===== config.mk =====
export PLATFORM = sky130hd
export DESIGN_NAME = fft16_twiddle_seq
export DESIGN_NICKNAME = d
export VERILOG_FILES = /design/src/rtl/fft16_twiddle_seq.sv
export SDC_FILE = /design/constraint.sdc
export NUM_CORES = 1
export LEC_CHECK = 0
export CORE_UTILIZATION = 53
export DETAILED_ROUTE_END_ITERATION = 6
export PLACE_DENSITY_LB_ADDON = 0.2
export REMOVE_ABC_BUFFERS = 1
export SYNTH_ARGS = -nofsm -noshare
export SYNTH_HDL_FRONTEND = slang
export SYNTH_SLANG_ARGS = --single-unit

===== constraint.sdc =====
create_clock -name clk -period 4.75 [get_ports clk]
set_input_delay 1.425 -clock clk [delete_from_list [all_inputs] [get_ports clk]]
set_output_delay 1.425 -clock clk [all_outputs]
set_load 0.01 [all_outputs]

===== src/rtl/fft16_twiddle_seq.sv =====
// fft16_twiddle_seq: butterfly address and twiddle
// sequencer for a 16-point radix-2 DIF FFT.
module fft16_twiddle_seq #(
  parameter int ADDR_W = 4,
  parameter int TW_W   = 8
) (
  input  logic              clk,
  input  logic              rst,
  input  logic              start,
  input  logic              inverse,
  input  logic              ready,
  output logic              valid,
  output logic [1:0]        stage,
  output logic [ADDR_W-1:0] top_addr,
  output logic [ADDR_W-1:0] bot_addr,
  output logic [TW_W-1:0]   tw_re,
  output logic [TW_W-1:0]   tw_im,
  output logic              busy,
  output logic              done
);

  typedef enum logic [1:0] {
    IDLE,
    RUN,
    DONE
  } state_t;

  state_t state_q, state_d;

  logic [1:0] s_q, s_d;
  logic [2:0] b_q, b_d;
  logic       inv_q, inv_d;
  logic       load;

  logic valid_q, valid_d;
  logic busy_q, busy_d;
  logic done_q, done_d;

  logic [1:0]        stage_q;
  logic [ADDR_W-1:0] top_q, top_d;
  logic [ADDR_W-1:0] bot_q, bot_d;
  logic [TW_W-1:0]   re_q, re_d;
  logic [TW_W-1:0]   im_q, im_d;

  logic [3:0] span, bx, j, k4;
  logic [2:0] k;
  logic [TW_W-1:0] sin_c;

  // next-state, counter advance and descriptor load
  always_comb begin
    state_d = state_q;
    s_d     = s_q;
    b_d     = b_q;
    inv_d   = inv_q;
    load    = 1'b0;
    valid_d = valid_q;
    done_d  = 1'b0;
    unique case (state_q)
      IDLE: begin
        if (start) begin
          state_d = RUN;
          s_d     = 2'd0;
          b_d     = 3'd0;
          inv_d   = inverse;
          load    = 1'b1;
          valid_d = 1'b1;
        end
      end
      RUN: begin
        if (ready) begin
          if (s_q == 2'd3 && b_q == 3'd7) begin
            state_d = DONE;
            valid_d = 1'b0;
            done_d  = 1'b1;
          end else begin
            load = 1'b1;
            if (b_q == 3'd7) begin
              b_d = 3'd0;
              s_d = s_q + 2'd1;
            end else begin
              b_d = b_q + 3'd1;
            end
          end
        end
      end
      DONE: begin
        state_d = IDLE;
      end
      default: begin
        state_d = IDLE;
        valid_d = 1'b0;
      end
    endcase
    busy_d = (state_d != IDLE);
  end

  // descriptor for the counters about to be loaded
  always_comb begin
    span  = 4'd8 >> s_d;
    bx    = {1'b0, b_d};
    j     = bx & (span - 4'd1);
    k4    = j << s_d;
    k     = k4[2:0];
    top_d = ADDR_W'(((bx - j) << 1) + j);
    bot_d = top_d + ADDR_W'(span);
    re_d  = '0;
    sin_c = '0;
    unique case (k)
      3'd0: begin re_d = 8'h7F; sin_c = 8'h00; end
      3'd1: begin re_d = 8'h76; sin_c = 8'h31; end
      3'd2: begin re_d = 8'h5A; sin_c = 8'h5A; end
      3'd3: begin re_d = 8'h31; sin_c = 8'h76; end
      3'd4: begin re_d = 8'h00; sin_c = 8'h7F; end
      3'd5: begin re_d = 8'hCF; sin_c = 8'h76; end
      3'd6: begin re_d = 8'hA6; sin_c = 8'h5A; end
      3'd7: begin re_d = 8'h8A; sin_c = 8'h31; end
      default: begin re_d = '0; sin_c = '0; end
    endcase
    im_d = inv_d ? sin_c : TW_W'(~sin_c + 1'b1);
  end

  // state, counters and registered outputs
  always_ff @(posedge clk) begin
    if (rst) begin
      state_q <= IDLE;
      s_q     <= '0;
      b_q     <= '0;
      inv_q   <= 1'b0;
      valid_q <= 1'b0;
      busy_q  <= 1'b0;
      done_q  <= 1'b0;
      stage_q <= '0;
      top_q   <= '0;
      bot_q   <= '0;
      re_q    <= '0;
      im_q    <= '0;
    end else begin
      state_q <= state_d;
      s_q     <= s_d;
      b_q     <= b_d;
      inv_q   <= inv_d;
      valid_q <= valid_d;
      busy_q  <= busy_d;
      done_q  <= done_d;
      if (load) begin
        stage_q <= s_d;
        top_q   <= top_d;
        bot_q   <= bot_d;
        re_q    <= re_d;
        im_q    <= im_d;
      end
    end
  end

  assign valid    = valid_q;
  assign busy     = busy_q;
  assign done     = done_q;
  assign stage    = stage_q;
  assign top_addr = top_q;
  assign bot_addr = bot_q;
  assign tw_re    = re_q;
  assign tw_im    = im_q;

endmodule


# == Word-level counts from Yosys, hierarchy flattened ==
# Memory sizes are Yosys's and may differ from the RTL's.
# Index checks and enable logic that the tools add are counted.
# totals
ff_bits,37
mem_bits_ro,120
input_bits,5
out_inout_bits,29
wordCells,65
memories,1
# memory_table
memory,words,word_bits,rd,rd_clocked_by_memory_dff,write_ports,line,source
(no name shown),8,15,1,0,0,108,unique case (k)
# op_classes
add_sub_neg,7
n_eq_ne,7
n_shift,2
mux,26
bitwise,5
reduce_logical,5
# op_table
cell,count
$mux W2,7
$mux W3,4
$mux W1,9
$add A4 B4 Y4,2
$add A8 B1 Y8 const B,1
$mux W8,1
$not A8 Y8,1
$pmux W2 S2,2
$ne A2 B2 Y1 const B,3
$pmux W3 S2,1
$and A3 B4 Y4,1
$eq A2 B2 Y1 const B,2
$reduce_and A4 Y1,1
$shl A4 B2 Y3,1
$shr A4 B2 Y4 const A,1
$sub A4 B1 Y4 const B,1
$add A3 B1 Y3 const B,1
$eq A3 B3 Y1 const B,1
$not A1 Y1,3
$pmux W1 S3,1
$reduce_or A3 Y1,1
$sub A3 B3 Y3,1
$add A2 B1 Y2 const B,1
$eq A2 B1 Y1 const B,1
other kinds (4),4

# == Longest topological paths before layout ==
# An unclocked memory read counts as a cell.
# logic_depth
ltp_word,13
depth_mapped,14
mapped_depth_nobuf,13

# == Worst setup path before layout ==
# Ideal clock, no wire load.
# synth_timing
path_kind,input port to flip-flop
startpoint,in start
endpoint,"reg bot_q[3], in the netlist bot_addr[3]"
setup_time_ns,0.086
t_arrival_ns,4.183
required_ns,4.664
setup_slack_ns,0.482
stages,13
path_cell_list,or3b_1 buf_2 and2_4 mux2_4 buf_6 nand2_1 ha_1 fa_1 ha_1 a21oi_1 xnor2_1 xnor2_1 a211oi_1
# synth_via
elab_chain_cells,8
# synth_lines
element,line,source
from (decl),9,"input logic start,"
$mux W2,60,if (start) begin
$pmux W2 S2,58,unique case (state_q)
$shr A4 B2 Y4,99,span = 4'd8 >> s_d;
$sub A4 B1 Y4,101,j = bx & (span - 4'd1);
$and A3 B4 Y4,101,
$sub A3 B3 Y3,104,top_d = ADDR_W'(((bx - j) << 1) + j);
$add A4 B4 Y4 (*),104,
via top_d[2],40,"logic [ADDR_W-1:0] top_q, top_d;"
$add A4 B4 Y4 (*),105,bot_d = top_d + ADDR_W'(span);
to (signal assigned),148,bot_q <= bot_d;
to (decl),41,"logic [ADDR_W-1:0] bot_q, bot_d;"
# Mark *: on every way through the listed nets, which the timed path passes. The rest lies on a longest branch.
# A chain may end at the register's enable or synchronous reset.

# == Final worst setup path ==
# Same ends and word-level chain as after synthesis.

==> flow_summary.toml <==
[placement]
placement.io_buffers = 33
dp_cells = 328
dpl.hpwl_mm = 3.42
gp_congestion = 0.889
place_area_mm2 = 0.00245

[floorplan]
die_w_um = 64.4
io_pins = 34
initial_core_util_pct = 55.9
row_count = 22
chipHeight_um = 64.4
dieArea_mm2 = 0.00414
core_mm2 = 0.00369

[yosys]
synth_edf_count = 0
netlist_instances = 254
synth_area_leaders = "dfxtp_1, nand2_1, nor2_1, ha_1, a21oi_1"
netlist_area_mm2 = 0.00206
synthArstFlopShare_pct = 0
synth_area_leader_cell = "dfxtp_1"
syn-mean-instance-area_um2 = 8.12
synth.distinct_cells = 50
ys_seq_area_share_pct = 35.9
ys.flop_type = "dfxtp_1"
yosys_warnings = 0
synth_seq_cells = 37
synth_top_area_share_pct = 35.9

[power_and_ir_drop]
p_leak_nw = 1.00
power_w = 0.000714
vdd_ir_drop_max_mv = 0.177
power_density_mw_per_mm2 = 279

[route]
wl_per_cell_um = 14.6
routed_via_density = 5.78
ant_nets = 0
routed_wl_mm = 4.91
drt_iter0_markers = 196
vias = 1941
drc = 0
dr.pass1.iters = 4

[status]
status = "finished, final reports clean"

[timing]
finalHoldViolCount = 0
period_needed_ps = 4400
worst_pin_slew_ps = 867
rsz0062_at_grt = "false"
fmaxAchievable_mhz = 227
clock-skew-final_ps = 7.01
tns_ps = 0
slew_headroom_pct = 42.1
slew_viol_final = 0
fin_crit_sh_pct = 92.7
finalSetupViolCount = 0

[critical_path]
path_max_fanout = 4
worstSetupPathType = "in2reg"
endpoint_kind = "flop"
crit_required_ps = 4950
worstSetupStartpointType = "input port"
cp.arrival_ps = 4600

[clocking]
postCtsHoldBufs = 0
clkTransAtPathRegs_ps = 70
clock_latency_ps = 290
cts_buffers = 5
htreeDepth = 2
cts_resized = 0
post_cts_buffers = 0
cts_sinks = 37
cts-root-buf = "clkbuf_8"
cts_tree = "yes"
clk_path_buf_depth = 2

[global_routing]
grt_max_degree = 26
grt_pass1_wl_mm = 8.68
grt_antenna_before_repair = 0
grt_pass1_vias = 1884
grt-ovfl-total = 0
track_usage_pct = 27.3

[cells_and_area]
fin_cells = 336
drive_gt1_share_pct = 11.1
antenna_cells = 0
final_cell_area_mm2 = 0.00256
area.growth.synth_to_final_pct = 24.0
final_nets = 302
final_util_pct = 69.3

[job]
maxCapViolations = 0

[min_path]
hold_path.class = "reg2reg"
[power by group]
| group | switching [W] | internal, W | leakage (nW) |
|---|---|---|---|
| registers | 0.0000112 | 0.000330 | 0.304 |
| clock network | 0.000107 | 0.000131 | 0.0542 |
| logic | 0.0000706 | 0.0000638 | 0.646 |
[final timing paths]
| path | endpoint | cells past startpoint | slack, ps | start |
|---|---|---|---|---|
| worst max-delay path | bot_addr[3]$_SDFFE_PP0P_ | 12 | 350 | start |
| worst min-delay path | tw_im[7]$_SDFFE_PP0P_ | 2 | 450 | tw_im[7]$_SDFFE_PP0P_ |
| worst max register to register | bot_addr[3]$_SDFFE_PP0P_ | 12 | 1440 | b_q[0]$_SDFF_PP0_ |
| worst min register to register | tw_im[7]$_SDFFE_PP0P_ | 2 | 450 | tw_im[7]$_SDFFE_PP0P_ |
[placed cells by master, fill, tap and decap left out, drive strengths merged, types with 2 or more instances in the layout]
| master | n |
|---|---|
| o21ai | 20 |
| nor4 | 2 |
| mux2 | 3 |
| mux2i | 3 |
| a21oi | 18 |
| nor2 | 28 |
| ha | 8 |
| clkbuf | 7 |
| inv | 4 |
| a31oi | 8 |
| dfxtp | 37 |
| xnor2 | 5 |
| a211oi | 8 |
| o31a | 2 |
| buf | 13 |
| conb | 3 |
| and4b | 2 |
| nor3 | 2 |
| clkdlybuf4s50 | 33 |
| nand3b | 3 |
| nand3 | 14 |
| nor2b | 2 |
| nand4 | 3 |
| nand2 | 31 |
| o211ai | 3 |
| fa | 2 |
| and3 | 2 |
| and2 | 5 |
| a21boi | 2 |
[metal layers]
| metal | vias up | track usage [%] | share of wire (%) |
|---|---|---|---|
| met4 | 0 | 10.0 | 1.5 |
| met2 | 68 | 44.3 | 46 |
| met1 | 905 | 35.4 | 47 |
| met5 | - | 0 | 0 |
| li1 | 959 | - | - |
| met3 | 9 | 5.54 | 5.9 |
[cell usage after synthesis (all sizes together), types with 3 or more instances]
cell type / number
nand3b: 3
a211oi: 8
mux2: 3
a31oi: 8
nor2: 28
nand4: 3
mux2i: 3
dfxtp: 37
ha: 8
nand2: 31
clkbuf: 13
o211ai: 3
nand3: 14
buf: 8
and2: 5
inv: 4
xnor2: 5
a21oi: 18
o21ai: 20
[through the flow]
step                      hold WS, ps  worst slack [ps]
after floorplan                   470               374
after global placement            442               139
after detailed placement          447              80.8
after CTS                         457               351
after global routing              480               183
final                             454               347
[state kept, by name (all words and copies together) (netlist names)]
| signal | cells |
|---|---|
| tw_im | 8 |
| tw_re | 8 |
| done | 1 |
| valid | 1 |
| bot_addr | 4 |
| stage | 2 |
| inv_q | 1 |
| top_addr | 4 |
| s_q | 2 |
| busy | 1 |
| b_q | 3 |
| state_q | 2 |
[cells by family (layout without fill, tap and decap cells)]
kind of cell,Yosys count,in the layout,share of synthesized area [%]
DFF,37,37,35.9
AOI/OAI and AO/OA,68,68,20.6
adders and majority gates,10,10,6.80
buffers and inverters,25,58,5.64
xor gates and xnor gates,6,6,2.55
and+or+nand+nor,100,100,24.5
other,2,3,0.364
muxes,6,6,3.64
[worst max-delay path: stages]
cell and delay, ps:
clkdlybuf4s50_1 490, or3b_1 380, and2_4 180, mux2_4 290
nand2_1 90, ha_1 250, fa_1 510, ha_1 340
a21oi_1 170, xnor2_1 160, xnor2_1 90, a211oi_1 230
[cell type report]
cell class	count	area, um2
Fill cell	316	1130
Clock buffer	7	96.3
Timing Repair Buffer	46	428
Inverter	4	15.0
Tap cell	48	60.1
Sequential cell	37	741
Multi-Input combinational cell	193	1210
Clock inverter	1	5.00
Note: power is estimated with default switching activity, not from simulation.
